File: src/rtl/mux16_arb_pkg.sv
// mux16_arb_pkg: shared constants, state type and one-hot helper for the 16-way arbiter
package mux16_arb_pkg;
  localparam int NREQ = 16;
  localparam int SELW = 4;
  typedef enum logic {IDLE, BUSY} state_t;
  function automatic logic [15:0] onehot16(input logic [3:0] i);
    return 16'(1) << i;
  endfunction
endpackage

File: src/rtl/rr_pick16.sv
// rr_pick16: combinational round-robin pick starting just after ptr, ptr itself searched last
module rr_pick16 (
  input  logic [15:0] req,
  input  logic [3:0]  ptr,
  output logic        valid,
  output logic [3:0]  idx
);
  logic [3:0] s, off;
  logic [31:0] dbl;
  logic [15:0] rot;
  assign s = ptr + 4'd1;
  assign dbl = {req, req} >> s;
  assign rot = dbl[15:0];
  assign valid = |req;
  assign idx = s + off;
  // lowest set bit of the rotated vector is the first requester after ptr
  always_comb begin
    off = '0;
    for (int i = 15; i >= 0; i--) if (rot[i]) off = 4'(i);
  end
endmodule

File: src/rtl/mux16_rr_arbiter.sv
// mux16_rr_arbiter: round-robin owner of the 16:1 mux select with bounded hold time
module mux16_rr_arbiter
  import mux16_arb_pkg::*;
#(
  parameter int MAX_HOLD = 8
) (
  input  logic             clk,
  input  logic             rst,
  input  logic [NREQ-1:0]  req,
  input  logic             done,
  output logic [NREQ-1:0]  gnt,
  output logic [SELW-1:0]  sel,
  output logic             busy,
  output logic             timeout
);
  localparam int CW = MAX_HOLD > 1 ? $clog2(MAX_HOLD) : 1;
  state_t fsm;
  logic [SELW-1:0] owner, ptr, idx;
  logic [CW-1:0] cnt;
  logic [NREQ-1:0] pick_req;
  logic valid, early, at_max, rel;
  assign early = done | ~req[owner];
  assign at_max = cnt == CW'(MAX_HOLD - 1);
  assign rel = fsm == BUSY && (early || at_max);
  assign pick_req = (fsm == BUSY && early) ? req & ~onehot16(owner) : req;
  rr_pick16 u_pick (
    .req(pick_req),
    .ptr(ptr),
    .valid(valid),
    .idx(idx)
  );
  // grant fsm: re-pick when idle or on release, otherwise extend the hold
  always_ff @(posedge clk)
    if (rst) begin
      fsm <= IDLE;
      owner <= '0;
      ptr <= 4'd15;
      cnt <= '0;
      gnt <= '0;
      sel <= '0;
      busy <= 1'b0;
      timeout <= 1'b0;
    end else begin
      timeout <= rel && !early;
      if (fsm == IDLE || rel) begin
        fsm <= valid ? BUSY : IDLE;
        busy <= valid;
        gnt <= valid ? onehot16(idx) : '0;
        cnt <= '0;
        if (valid) begin
          sel <= idx;
          owner <= idx;
          ptr <= idx;
        end
      end else cnt <= cnt + 1'b1;
    end
endmodule
File: config.mk
export PLATFORM = sky130hd
export DESIGN_NAME = mux16_rr_arbiter
export DESIGN_NICKNAME = d
export VERILOG_FILES = /design/src/rtl/mux16_arb_pkg.sv /design/src/rtl/rr_pick16.sv /design/src/rtl/mux16_rr_arbiter.sv
export SDC_FILE = /design/constraint.sdc
export NUM_CORES = 1
export LEC_CHECK = 0
export CORE_MARGIN = 4
export CORE_UTILIZATION = 29
export CTS_BUF_LIST = sky130_fd_sc_hd__clkbuf_8
export CTS_CLUSTER_DIAMETER = 150
export CTS_CLUSTER_SIZE = 20
export DETAILED_ROUTE_END_ITERATION = 10
export GPL_TIMING_DRIVEN = 0
export HOLD_SLACK_MARGIN = 0.03
export PLACE_DENSITY = 0.56
export SKIP_LAST_GASP = 1
export SYNTH_ARGS = -nofsm -noshare
export SYNTH_HDL_FRONTEND = slang
export SYNTH_HIERARCHICAL = 1
export SYNTH_SLANG_ARGS = --single-unit
File: constraint.sdc
create_clock -name clk -period 9.4 [get_ports clk]
set_clock_uncertainty 0.1 [all_clocks]
set_input_delay 2.82 -clock clk [delete_from_list [all_inputs] [get_ports clk]]
set_output_delay 2.82 -clock clk [all_outputs]
set_load 0.01 [all_outputs]
==> results by group <==
Detailed routing
  • DR WL/cell: 16.0 um
  • Vias/cell: 5.21
  • Antenna viol nets, final: 0
  • Initial drt markers: 81
  • Via count: 2,418
  • First drt pass iteration count: 4
  • Remaining DRCs: 0
  • Final wirelength: 7.44 mm

Clock tree
  • CTS tree: done
  • Hold buffer count at CTS: 0
  • Clock root buffer master: clkbuf_8
  • Longest Clk Path Bufs: 2
  • H-tree levels: 2
  • Number of post-CTS setup repair buffers: 0
  • CTS Sinks: 29
  • CTS Buf Count: 5
  • Worst-path clk slew: 0.06 ns
  • Clock latency on the worst-skew pair: 0.28 ns
  • PostCTS Resize Cnt: 0

Global routing
  • Gr usage total: 0.132
  • Pin count of the biggest net entering global routing: 11
  • First-pass GRT wire length: 12.4 mm
  • Grt total ovfl: 0
  • Initial antenna violation count: 0
  • Vias in the first global route: approximately 2,500

Logic synthesis
  • Synth area leader: dfxtp_1
  • Synth unique cells: 61
  • Synth warn: 6
  • Share of the synthesized area in the top cell type: 0.204
  • Sequential share of the synthesized area: 0.204
  • Top FF cell, synth: dfxtp_1
  • EDFF count, synth: 0
  • Mapped cell area: 2850 sq um
  • Post-Syn Nets: 315
  • Synth async-reset ratio: 0
  • #FFs+latches synth: 29
  • Top post-synthesis cells by area: dfxtp_1, mux2i_1, mux4_2
  • Mapped Avg Cell Area: approximately 10 sq um
  • Post-Synthesis Cells: 289

Floorplan
  • Die height: 107 um
  • Die Width: 107 um
  • Std cell rows: 35
  • Core area: 9420 sq um
  • I/O pin cnt: slightly above 40
  • Die ar.: 11,500 sq um
  • Starting Density: 0.303

STA
  • Fin. max-slew vios: 0
  • Fin Setup TNS: 0 ns
  • RSZ-0062 raised after global routing: no
  • Fmax: 0.118 GHz
  • Slew @ Worst Pin: 0.739 ns
  • Fin crit share: 0.901
  • Setup violators final: 0
  • Hold Fails Final Rpt: 0
  • Final hold slack: 0.320 ns
  • Worst rel slew slack: 0.503
  • Min Tclk post-route: 8.47 ns

Outcome
  • Status: complete, no violations

Placed design
  • Port-buffer cells: 39
  • DPL Wire Length: 5.95 mm
  • Routability congestion estimate: just under 0.9
  • Placed Area: around 3400 sq um

Worst setup path
  • Critical Path RT: 9.51 ns
  • Crit start category: input port
  • CP endpoint kind: flop
  • CP max FO: 7
  • Setup CP Type: in2reg
  • CP arrival: 8.58 ns

Final layout
  • Filler cells: 959
  • Final core occ: 0.370
  • Final Cell Area: 3490 sq um
  • Most frequent cells in the layout: clkdlybuf4s50_1, mux2i_1, dfxtp_1
  • P&R area growth vs syn: 22.4%
  • Commonest non-fill, non-tap cell in the layout: clkdlybuf4s50_1
  • Ant diodes: 0
  • Final nets: 361
  • Share of layout cells above drive strength 1: 0.152

Min path
  • Worst hold path class: reg2reg

Job
  • Max_cap viols: 0
worst max-delay path: stages:
cell and delay [ns]:
clkdlybuf4s50_1 0.43, mux2_2 0.28, a22oi_2 0.32, a21oi_1 0.18, a211oi_1 0.54, a21boi_0 0.36
mux4_1 0.65, mux2_2 0.31, mux2_2 0.29, a211oi_1 0.24, o21ai_1 0.10, a21oi_1 0.25
ha_1 0.29, a21o_1 0.15, a21oi_1 0.17, xnor2_1 0.09, xnor2_1 0.54, nand2_1 0.10
nor2_1 0.22, nand3_1 0.10, mux2i_1 0.14
worst paths after layout:
| kind | startpoint | end | slack (ns) | depth (start not counted) |
|---|---|---|---|---|
| worst min-delay path | cnt[0] | cnt[0] | 0.32 | 1 |
| worst max-delay path | req[2] | gnt[13] | 0.93 | 21 |
| worst max register to register | owner[2] | gnt[13] | 3.42 | 20 |
| worst min register to register | cnt[0] | cnt[0] | 0.32 | 1 |
cell families (layout without fill, tap and decap cells):
| logic type | after synthesis | count (layout) | synth area share |
|---|---|---|---|
| buffers and inverters | 34 | 80 | 0.0659 |
| DFF | 29 | 29 | 0.204 |
| adders and majority gates | 7 | 7 | 0.0334 |
| and+or+nand+nor | 90 | 90 | 0.188 |
| AOI/OAI and AO/OA | 59 | 59 | 0.165 |
| xor gates and xnor gates | 5 | 5 | 0.0246 |
| muxes | 65 | 65 | 0.320 |
area by class of cell:
class                      instances  area (sq um)  share of cell area
clock inverter                     1          3.75             0.00108
sequential                        29           581               0.166
inverter                          18          67.6              0.0194
clock buffer                       6          82.6              0.0237
multi-input combinational        226          2080               0.597
buffer                            16           120              0.0344
timing repair buffer              39           390               0.112
tap                              129           161              0.0463
routing by layer:
layer / wire length (um) / GRT usage / vias to the layer above
met2: 3710 / 0.227 / 66
met4: 46 / 0.0283 / 0
li1: - / - / 1195
met3: 268 / 0.0199 / 4
met1: 3420 / 0.176 / 1153
met5: 0 / 0 / -
state kept, by name (all words and copies together), names as in the netlist:
signal,flops
busy,1
cnt,3
gnt,16
owner,4
ptr,4
timeout,1
through the flow:
step                setup slack, ns  std cells
floorplan                      2.12        289
global placement              0.701        457
detailed placement            0.654        457
CTS                           0.940        464
global route                  0.418        464
finish                        0.929        464
synthesized netlist by cell type, drive strengths merged, types with 7 or more instances:
| cell | count |
|---|---|
| mux2i | 38 |
| dfxtp | 29 |
| inv | 18 |
| mux4 | 17 |
| nand2 | 17 |
| nor2 | 16 |
| nand2b | 15 |
| buf | 11 |
| mux2 | 10 |
| a21oi | 9 |
| nand3 | 9 |
| o21a | 9 |
| o22ai | 9 |
| o31ai | 8 |
| nand4 | 7 |
Power is not shown: default switching activity piles up to over one toggle a cycle in this logic, so the estimate is an artifact.
